<file path="src/rtl/bus_rw_pkg.sv">
// Shared types and constants for the bus read/write control stage.
package bus_rw_pkg;

  localparam int unsigned ADDR_W = 2;
  localparam int unsigned SEL_W  = 4;

  // Register addresses decoded from the host address lines
  localparam logic [ADDR_W-1:0] ADDR_PA = 2'd0;
  localparam logic [ADDR_W-1:0] ADDR_PB = 2'd1;
  localparam logic [ADDR_W-1:0] ADDR_PC = 2'd2;
  localparam logic [ADDR_W-1:0] ADDR_CW = 2'd3;

  typedef enum logic [2:0] {
    IDLE      = 3'd0,
    RD_CAP    = 3'd1,
    RD_DRV    = 3'd2,
    WR_CAP    = 3'd3,
    WR_COMMIT = 3'd4,
    ERR       = 3'd5
  } state_e;

  // Buffer direction and port-register control bundle
  typedef struct packed {
    logic int_rd_wr;
    logic rd_wr;
    logic port_oe;
    logic port_we;
  } ctrl_t;

  localparam ctrl_t CTRL_IDLE      = '{int_rd_wr: 1'b0, rd_wr: 1'b1, port_oe: 1'b0, port_we: 1'b0};
  localparam ctrl_t CTRL_RD_CAP    = '{int_rd_wr: 1'b0, rd_wr: 1'b1, port_oe: 1'b1, port_we: 1'b0};
  localparam ctrl_t CTRL_RD_DRV    = '{int_rd_wr: 1'b1, rd_wr: 1'b0, port_oe: 1'b0, port_we: 1'b0};
  localparam ctrl_t CTRL_WR_CAP    = '{int_rd_wr: 1'b1, rd_wr: 1'b1, port_oe: 1'b0, port_we: 1'b0};
  localparam ctrl_t CTRL_WR_COMMIT = '{int_rd_wr: 1'b1, rd_wr: 1'b0, port_oe: 1'b0, port_we: 1'b1};
  localparam ctrl_t CTRL_ERR       = '{int_rd_wr: 1'b0, rd_wr: 1'b1, port_oe: 1'b0, port_we: 1'b0};

  // One-hot register select from a binary address
  function automatic logic [SEL_W-1:0] addr_to_sel(input logic [ADDR_W-1:0] a);
    return SEL_W'(1) << a;
  endfunction

endpackage

</file>
<file path="src/rtl/sync2.sv">
// Two-flop synchronizer with a configurable reset value.
module sync2 #(
  parameter int unsigned     WIDTH   = 1,
  parameter logic [WIDTH-1:0] RST_VAL = '0
) (
  input  logic             clk,
  input  logic             rst,
  input  logic [WIDTH-1:0] d,
  output logic [WIDTH-1:0] q
);

  logic [WIDTH-1:0] meta;

  // Metastability stage followed by the output stage
  always_ff @(posedge clk or negedge rst) begin
    if (!rst) begin
      meta <= RST_VAL;
      q    <= RST_VAL;
    end else begin
      meta <= d;
      q    <= meta;
    end
  end

endmodule

</file>
<file path="src/rtl/bus_rw_control.sv">
// Read/write control stage in front of the data-bus buffer.
// Optional build macro RW_SYNC_EN: adds 2-flop synchronizers on the host
// inputs for asynchronous hosts (two extra cycles of input latency).
module bus_rw_control
  import bus_rw_pkg::*;
#(
  parameter int unsigned HOLD_CYCLES = 2
) (
  input  logic              clk,
  input  logic              rst,
  input  logic              cs_n,
  input  logic              rd_n,
  input  logic              wr_n,
  input  logic [ADDR_W-1:0] addr,
  output logic              int_rd_wr,
  output logic              rd_wr,
  output logic [SEL_W-1:0]  port_sel,
  output logic              port_oe,
  output logic              port_we,
  output logic              busy,
  output logic              err
);

  localparam int unsigned      CNT_W    = $clog2(HOLD_CYCLES + 1);
  localparam logic [CNT_W-1:0] CNT_LOAD = CNT_W'(HOLD_CYCLES - 1);

  logic              cs_s, rd_s, wr_s;
  logic [ADDR_W-1:0] addr_s;

`ifdef RW_SYNC_EN
  sync2 #(.WIDTH(3), .RST_VAL(3'b111)) u_sync_strb (
    .clk (clk),
    .rst (rst),
    .d   ({cs_n, rd_n, wr_n}),
    .q   ({cs_s, rd_s, wr_s})
  );

  sync2 #(.WIDTH(ADDR_W), .RST_VAL('0)) u_sync_addr (
    .clk (clk),
    .rst (rst),
    .d   (addr),
    .q   (addr_s)
  );
`else
  assign cs_s   = cs_n;
  assign rd_s   = rd_n;
  assign wr_s   = wr_n;
  assign addr_s = addr;
`endif

  logic              cs_q, rd_q, wr_q;
  logic              rd_prev, wr_prev;
  logic [ADDR_W-1:0] addr_q;

  // Edge-detect register: current sample plus previous strobe levels
  always_ff @(posedge clk or negedge rst) begin
    if (!rst) begin
      cs_q    <= 1'b1;
      rd_q    <= 1'b1;
      wr_q    <= 1'b1;
      rd_prev <= 1'b1;
      wr_prev <= 1'b1;
      addr_q  <= '0;
    end else begin
      cs_q    <= cs_s;
      rd_q    <= rd_s;
      wr_q    <= wr_s;
      rd_prev <= rd_q;
      wr_prev <= wr_q;
      addr_q  <= addr_s;
    end
  end

  // A transfer only starts on a fresh high-to-low strobe edge while selected
  logic rd_start, wr_start;
  assign rd_start = ~cs_q & ~rd_q & rd_prev;
  assign wr_start = ~cs_q & ~wr_q & wr_prev;

  state_e           state_q, state_d;
  logic [CNT_W-1:0] cnt_q, cnt_d;
  logic [SEL_W-1:0] sel_d;
  ctrl_t            ctrl_d;

  // Next-state, hold counter, port select and next-output decode
  always_comb begin
    state_d = state_q;
    cnt_d   = cnt_q;
    sel_d   = port_sel;
    ctrl_d  = CTRL_IDLE;

    case (state_q)
      IDLE: begin
        if (rd_start && wr_start) state_d = ERR;
        else if (rd_start)        state_d = RD_CAP;
        else if (wr_start)        state_d = WR_CAP;
      end
      RD_CAP: begin
        state_d = RD_DRV;
        cnt_d   = CNT_LOAD;
      end
      RD_DRV: begin
        if (cnt_q != '0) cnt_d = cnt_q - CNT_W'(1);
        if (cs_q || ((cnt_q == '0) && rd_q)) state_d = IDLE;
      end
      WR_CAP: begin
        if (cs_q)      state_d = IDLE;
        else if (wr_q) state_d = WR_COMMIT;
      end
      WR_COMMIT: state_d = IDLE;
      ERR: begin
        if (rd_q && wr_q) state_d = IDLE;
      end
      default: state_d = IDLE;
    endcase

    if (state_d == IDLE)                          sel_d = '0;
    else if (state_q == IDLE)                     sel_d = addr_to_sel(addr_q);

    case (state_d)
      RD_CAP:    ctrl_d = CTRL_RD_CAP;
      RD_DRV:    ctrl_d = CTRL_RD_DRV;
      WR_CAP:    ctrl_d = CTRL_WR_CAP;
      WR_COMMIT: ctrl_d = CTRL_WR_COMMIT;
      ERR:       ctrl_d = CTRL_ERR;
      default:   ctrl_d = CTRL_IDLE;
    endcase
  end

  // State, counter and registered outputs
  always_ff @(posedge clk or negedge rst) begin
    if (!rst) begin
      state_q   <= IDLE;
      cnt_q     <= '0;
      port_sel  <= '0;
      int_rd_wr <= CTRL_IDLE.int_rd_wr;
      rd_wr     <= CTRL_IDLE.rd_wr;
      port_oe   <= CTRL_IDLE.port_oe;
      port_we   <= CTRL_IDLE.port_we;
      busy      <= 1'b0;
      err       <= 1'b0;
    end else begin
      state_q   <= state_d;
      cnt_q     <= cnt_d;
      port_sel  <= sel_d;
      int_rd_wr <= ctrl_d.int_rd_wr;
      rd_wr     <= ctrl_d.rd_wr;
      port_oe   <= ctrl_d.port_oe;
      port_we   <= ctrl_d.port_we;
      busy      <= (state_d != IDLE);
      err       <= (state_d == ERR);
    end
  end

endmodule

</file>
<file path="config.mk">
export PLATFORM = sky130hd
export DESIGN_NAME = bus_rw_control
export DESIGN_NICKNAME = d
export VERILOG_FILES = /design/src/rtl/bus_rw_pkg.sv /design/src/rtl/sync2.sv /design/src/rtl/bus_rw_control.sv
export SDC_FILE = /design/constraint.sdc
export NUM_CORES = 1
export LEC_CHECK = 0
export ABC_AREA = 1
export ABC_CLOCK_PERIOD_IN_PS = 3600
export CAP_MARGIN = 30
export CORE_ASPECT_RATIO = 0.6
export CORE_UTILIZATION = 40
export DETAILED_ROUTE_END_ITERATION = 10
export PLACE_DENSITY_LB_ADDON = 0.1
export SLEW_MARGIN = 20
export SYNTH_ARGS = -nofsm -noshare
export SYNTH_HDL_FRONTEND = slang
export SYNTH_SLANG_ARGS = --single-unit
</file>
<file path="constraint.sdc">
create_clock -name clk -period 3.6 [get_ports clk]
set_input_delay 0.72 -clock clk [delete_from_list [all_inputs] [get_ports clk]]
set_output_delay 0.72 -clock clk [all_outputs]
set_load 0.01 [all_outputs]
</file>
==> results.md <==
- Psw: 0.2606 mW
- CTS max path bufs: 2
- DP Wirelength: 1.344 mm
- Tot GR Track Use: 0.1657
- Max-slew violations: 0
- Die span in x: 65.89 microns
- CTS resizes: 0
- DR pass1 iterations: 4
- TritonCTS Buffers: 3
- Worst Setup End Kind: primary output
- Final setup vio count: 0
- Largest net degree at the start of global routing: 14
- Antenna-violating nets left: 0
- Placed cell areas: 0.001192 sq mm
- Multi-input gate area: 335.3 sq um
- Vias in the first global route: 637
- Period utilisation layout: 0.5640
- Sw Ratio: 0.3148
- Placed insts: 147
- Flop pwr share: 0.409
- Mean Syn Cell Area: 9.797 sq um
- Layout cell share with drive strength beyond 1: 0.2727
- Worst Path Class, Setup: reg2out
- Synthesis Warnings: 0
- Hold Slack: 400.6 ps
- First-pass GRT wire length: 3.001 mm
- Die Y: 40.34 microns
- Worst setup SP type: flip-flop
- Finished Cell Area: 0.001264 sq mm
- Final Instance Count excl. Fillers: 151
- GP Congestion: 0.8537
- CP Buf/Inv Count: 1
- Core Region: 0.002245 sq mm
- Most frequent cells in the layout: inv_1 (18), dfrtp_1 (16), clkdlybuf4s50_1 (16)
- Setup repair after global routing missed its margin: false
- Peak Freq: 0.4925 GHz
- Peak supply drop: 385.3 uV
- Syn Nets: 108
- Hold WC Path Type: reg2reg
- Tot Pwr: 0.8279 mW
- Worst-path cell chain: clkdlybuf4s50_1
- Number of remaining DRC errors: 0
- P&R area growth vs syn: 28.99%
- Count of different cell masters after synthesis: 20
- Leading cell type in the layout, fill and taps excluded: inv_1
- Worst-path maximum fanout: 1
- PortBufs: 16
- Netlist Area Pre-Place: 979.7 sq um
- Clock latency on the worst-skew pair: 260 ps
- Total grt overflow: 0
- Largest delay share family, worst path: flip-flops
- CTS tree: built
- PwrDens: 655.1 mW/mm^2
- Tmin final: 2030 ps
- Vias per inst: 4.477
- CTS Sinks: 22
- Clk root buf: clkbuf_8
- Critical Path RT: 2880 ps
- Io pins: 17
- H-Tree Depth: 1
- Initial antenna violation count: 0
- Final #Nets: 130
- Post-synthesis sequential area ratio: 0.5696
- Critical Path Max Stage Delay: 530 ps
- Comb power frac: 0.315
- ANT cells: 0
- Worst-path clk slew: 80 ps
- Status: complete, no violations
- Clk pwr share: 0.276
- Yosys reg bits: 22
- Starting Density: 0.4365
- Post-route core utilization: 0.5630
- Wire per inst: 11.57 microns
- Post-CTS Setup Inserts: 0
- Vias post-DR: 676
- Setup TNS: 0 ps
- Fillers: 198
- FF/Latch Area: 558.0 sq um
- Internal cell power: 0.5673 mW
- Final clock skew: 2.400 ps
- Slew margin rel.: 0.6545
- Crit path max-delay cell type: dfstp_2
- Final Hold Fails: 0
- Crit path DAT: 1310 ps
- Initial detailed-routing violation count: 51
- Slew at the pin closest to its max-slew limit: 516.7 ps
- Hold bufs inserted after CTS: 0
- Place WS: 1872 ps
- Rows: 13
- MaxCap Viol Count: 0
- Die area: 0.002658 sq mm
- Syn Inst Count: 100
- Routed Wire Length: 1.747 mm
- Leak Pwr: 0.5951 nW
- Slack of the critical path: 1570 ps
-- power by group through the flow --
stage / clock [mW] / combinational (mW) / sequential (mW)
after floorplan: 0 / 0.146 / 0.352
after global placement: 0 / 0.257 / 0.342
after detailed placement: 0 / 0.261 / 0.342
after CTS: 0.233 / 0.263 / 0.339
after global routing: 0.243 / 0.291 / 0.346
final: 0.228 / 0.261 / 0.338
-- kinds of logic after synthesis --
family | synth area share
compound gates | 0.07663
fa+ha+maj | 0.01277
simple gates | 0.2529
flops | 0.5696
buf+inv | 0.08812
-- worst register-to-register path, cell delays in order, from the launching register on --
cell and delay (ps):
dfrtp_1 490, nor3_4 390, nand2_1 160, o22ai_1 150
inv_1 50, a21oi_1 110
-- Yosys cell counts, drive strengths merged --
library cell,number,area [sq um]
dfstp,6,157.7
ha,1,12.51
nor2,13,76.32
o21ai,3,18.77
a21oi,5,25.02
dfrtp,16,400.4
nand3,9,70.07
or2,1,6.260
nor3,1,16.27
o22ai,5,31.28
nand4,1,6.260
nand2,16,72.57
inv,23,86.33
-- final cells by class --
class                           count  share of cell area
Multi-Input combinational cell     55              0.2653
Inverter                           23             0.06832
Clock buffer                        3             0.03267
Timing Repair Buffer               17              0.1386
Tap cell                           30             0.02970
Sequential cell                    22              0.4416
Clock inverter                      1             0.02376
-- registers in the layout, indices dropped and copies added, names as in the netlist --
| name | count |
|---|---|
| busy | 1 |
| rd_q | 1 |
| port_oe | 1 |
| int_rd_wr | 1 |
| cnt_q | 2 |
| state_q | 3 |
| port_we | 1 |
| rd_wr | 1 |
| port_sel | 4 |
| rd_prev | 1 |
| wr_prev | 1 |
| err | 1 |
| cs_q | 1 |
| addr_q | 2 |
| wr_q | 1 |
-- final timing paths --
check	startpoint	to	slack, ps	cells past startpoint
worst max register to register	state_q[1]	port_sel[2]	2180	5
min in group asynchronous	rst	err	790	1
worst max-delay path	rd_wr	rd_wr	1570	1
worst min register to register	wr_q	wr_prev	400	0
worst min-delay path	wr_q	wr_prev	400	0
max in group asynchronous	rst	wr_prev	2260	2
-- routing by layer --
metal  global-route usage  vias up  wire [microns]
li1                     -      353               -
met1               0.2443      301             961
met2               0.2219       20             661
met3              0.05966        2             105
met4              0.04891        0              19
met5                    0        -               0
(Power assumes the default switching activity.)
==> RTL edit 1 (same flow settings) <==
The package constant `ADDR_W` goes from 2 to 3.
--- a/src/rtl/bus_rw_pkg.sv
+++ b/src/rtl/bus_rw_pkg.sv
@@ -1,7 +1,7 @@
 // Shared types and constants for the bus read/write control stage.
 package bus_rw_pkg;
 
-  localparam int unsigned ADDR_W = 2;
+  localparam int unsigned ADDR_W = 3;
   localparam int unsigned SEL_W  = 4;
 
   // Register addresses decoded from the host address lines
Ports: changed (resized addr); port bits go from 17 to 18. The function was not compared with the original's and may differ.
==> RTL edit 1 against the unedited design <==
- worst setup slack gained 0.010 ns
- count of clock-buffer cells in the layout stayed put
- power shrank 3.5%
- utilization down 0.99 points
- routed wire length is 1.3% lower
- synthesized cell count is 3.0% lower
- area after synthesis shrank 0.77%
- sequential share of layout area up 3.2 points
- die area decreased by 0.74%
- sequential cell count grew 1
- critical path type unchanged
- design area is 2.5% lower
- highest routed layer unchanged
==> RTL edit 1: results (changes against the unedited design) <==
I/O Buffers=17 (+1); Final #Nets=128 (-1.5%); Worst EP arrival=between 1 and 1.5 ns; GR Util met2=20.7% (-1.5 points); R2R depth=8 (+3); grt met1 use=20.5% (-4.0 points); leakage=0.000572 uW (-3.8%); top flop regs=port_sel (4), addr_q (3), state_q (3); Mean Syn Cell Area=10.0 um^2 (+2.3%); GRT Total Usage=14.6% (-1.9 points); status=finished clean; largest net degree at the start of global routing=24 (+10); worst r2r src=cs_q$_DFF_PN1_; Hold EP=rd_prev$_DFF_PN1_; RR Endpoint=port_oe$_DFF_PN0_; Hold Path Origin=rd_q$_DFF_PN1_; fraction of layout cells with a size suffix above 1=21.2% (-6.1 points); slew at the pin with the worst max-slew slack=0.523 ns (+0.00634 ns); Inst Count DP=143 (-2.7%); Post-synth top cells=dfrtp_1 (17), inv_1 (13), nand2_1 (12), nor2_1 (10), o21ai_0 (7); post-DP HPWL=1310 um (-2.3%); fin cells=148 (-2.0%); Net Count, Synth=106 (-1.9%); sequential area share after synthesis=60.0% (+3.0 points); grt met3 use=6.53% (+0.57 points); vias in the first global route=582 (-8.6%); final RePlAce weighted congestion=0.854 (about the same); Fillers=185 (-6.6%); first-pass GRT wire length=2660 um (-11%); Final Skew=0.00728 ns (+0.00489 ns); total number of vias=685 (+1.3%); Synth area leaders=dfrtp_1 (44%), dfstp_2 (16%), inv_1 (5.0%); WHS=0.396 ns (-0.00422 ns)
[RTL edit 1: changes by cell type in the layout (fill, tap and decap cells not counted), sizes merged]
cell / delta
o21ai: +6
nor3: +1
clkdlybuf4s50: +1
nand3: -1
or2: -1
bufinv: -1
clkinv: +1
nor2: +1
o22ai: -5
o31ai: +4
inv: -8
nand2: -2
dfrtp: +1
[RTL edit 1: power by group through the flow]
stage	sequential (uW)	combinational (uW)	clock [uW]
after floorplan	373	150	0
after global placement	362	275	0
after detailed placement	365	281	0
after CTS	361	282	160
after global routing	369	314	171
final	361	282	156
[RTL edit 1: cell type report]
type	count	area [um^2]	area share, %
sequential	23	583	47.3
multi-input combinational	58	328	26.6
timing repair buffer	18	181	14.7
inverter	15	56.3	4.57
clock buffer	3	41.3	3.35
tap	30	37.5	3.05
clock inverter	1	5.00	0.406
[RTL edit 1: kinds of logic (layout without fill, tap and decap cells)]
family                   after synthesis  count (layout)  synth area share [%]
flip-flops                            23              23                  60.0
buffers and inverters                 16              37                  6.31
AO/OA/AOI/OAI                         18              18                  11.1
adder cells (fa/ha/maj)                1               1                  1.29
AND/OR/NAND/NOR                       39              39                  21.4
[RTL edit 1: metrics by stage]
stage	area, um^2	power, uW	utilization (%)	worst slack [ns]
floorplan	972	523	-	2.34
global placement	1170	637	52.7	1.67
finish	1230	799	55.3	1.58
CTS	1220	803	54.8	1.57
global route	1230	853	55.3	1.55
detailed placement	1170	646	52.7	1.66
[RTL edit 1: routing by layer]
metal | up-vias | wire (um)
met5 | - | 0
met4 | 0 | 8
met3 | 2 | 92
met2 | 17 | 704
met1 | 309 | 918
li1 | 357 | -
==> RTL edit 2 (same settings) <==
Without the edit above. Re-encode `state_e` (6 states) as one-hot, 6 bits wide.
--- a/src/rtl/bus_rw_pkg.sv
+++ b/src/rtl/bus_rw_pkg.sv
@@ -10,13 +10,13 @@
   localparam logic [ADDR_W-1:0] ADDR_PC = 2'd2;
   localparam logic [ADDR_W-1:0] ADDR_CW = 2'd3;
 
-  typedef enum logic [2:0] {
-    IDLE      = 3'd0,
-    RD_CAP    = 3'd1,
-    RD_DRV    = 3'd2,
-    WR_CAP    = 3'd3,
-    WR_COMMIT = 3'd4,
-    ERR       = 3'd5
+  typedef enum logic [5:0] {
+    IDLE      = 6'b000001,
+    RD_CAP    = 6'b000010,
+    RD_DRV    = 6'b000100,
+    WR_CAP    = 6'b001000,
+    WR_COMMIT = 6'b010000,
+    ERR       = 6'b100000
   } state_e;
 
   // Buffer direction and port-register control bundle
Formal check against the unedited RTL: same outputs for any inputs over 10 cycles, from zero or initial values and one cycle with rst low; not proved beyond that.
==> RTL edit 2 against the unedited design <==
- global-route usage decreased by 1.1 points
- sequential cell count grew 3
- via count rose by 15%
- critical path type unchanged
- die area up 5.9%
- register-to-register slack worse by 0.22 ns
- area after synthesis grew 6.1%
- worst setup slack improved by 0.0080 ns
- design area increased by 2.4%
- cell count grew 5.3%
- combinational power up 22%
- power grew 3.9%
- routed wire length grew 6.1%
==> RTL edit 2: results (changes against the unedited design) <==
CP top delay family=flip-flops; largest net degree at the start of global routing=16 (+2); Hold EP=rd_prev$_DFF_PN1_; R2R depth=7 (+2); leakage=0.000616 uW (+3.5%); Final #Nets=138 (+6.2%); Clk Latency, worst-skew pair=0.26 ns (about the same); Hold Path Origin=rd_q$_DFF_PN1_; RR Endpoint=port_sel[1]$_DFFE_PN0P_; worst r2r src=state_q[0]$_DFF_PN1_; Biggest register=state_q; fraction of layout cells with a size suffix above 1=16.3% (-11 points); first-pass GRT wire length=3180 um (+6.0%); Synth Flop Type=dfrtp_1; final RePlAce weighted congestion=0.812 (-4.9%); relative slew slack=64.8% (-0.60 points); Final Skew=0.00288 ns (+0.000483 ns); reg2reg setup slack=1.96 ns (-0.22 ns); Avg WL per Cell=11.7 um (+0.79%); GRT Total Usage=15.5% (-1.1 points); Synth area leaders=dfrtp_1 (43%), dfstp_2 (18%), nand2_1 (6.5%); Post-synth top cells=dfrtp_1 (18), nand2_1 (18), nor2_1 (17), inv_1 (13), o21ai_0 (8); status=finished clean; Iter 0 DRT Violations=76 (+49%); total number of vias=778 (+15%); vias in the first global route=676 (+6.1%); top flop regs=state_q (6), port_sel (4); sequential area share after synthesis=61.0% (+4.1 points); WHS=0.390 ns (-0.0105 ns); post-DP HPWL=1450 um (+7.8%); Fillers=214 (+8.1%); initial antenna violation count=0 (unchanged)
## RTL edit 2: kinds of logic after synthesis
logic type / Yosys count / synth area share, %
AOI/OAI and AO/OA: 17 / 8.78
adders and majority gates: 1 / 1.20
buffers and inverters: 15 / 5.78
DFF: 25 / 61.0
and+or+nand+nor: 51 / 23.2
## RTL edit 2: area by class of cell
cell class | instances | area share [%]
Timing Repair Buffer | 17 | 13.5
Clock buffer | 3 | 3.19
Tap cell | 30 | 2.90
Sequential cell | 25 | 49.0
Multi-Input combinational cell | 69 | 26.7
Clock inverter | 1 | 0.580
Inverter | 14 | 4.06
## RTL edit 2: through the flow
step                      cells  worst slack (ns)  cell area, um^2
after floorplan             109              2.31             1040
after detailed placement    155              1.87             1240
after CTS                   159              1.57             1290
after global placement      154              1.59             1230
final                       159              1.58             1290
after global routing        159              1.53             1290
## RTL edit 2: where the power goes
group	total, uW	internal [uW]	switching (uW)
Sequential	379	344	35.2
Combinational	319	130	189
Clock	162	78.2	83.6
## RTL edit 2: how the worst max path moves through the flow
stage,start,end,depth (start not counted)
after floorplan,state_q[0]$_DFF_PN1_,port_sel[0]$_DFFE_PN0P_,8
after global placement,rst,state_q[1]$_DFF_PN0_,1
after detailed placement,rd_wr$_DFF_PN1_,rd_wr,1
after CTS,rd_wr$_DFF_PN1_,rd_wr,1
after global routing,rd_wr$_DFF_PN1_,rd_wr,1
final,rd_wr$_DFF_PN1_,rd_wr,1
## RTL edit 2: layer usage
metal	part of all wire, %	vias to the layer above	global-route usage, %
li1	-	387	-
met1	55	364	25.5
met2	39	25	19.0
met3	6.1	2	4.95
met4	0.70	0	3.75
met5	0	-	0
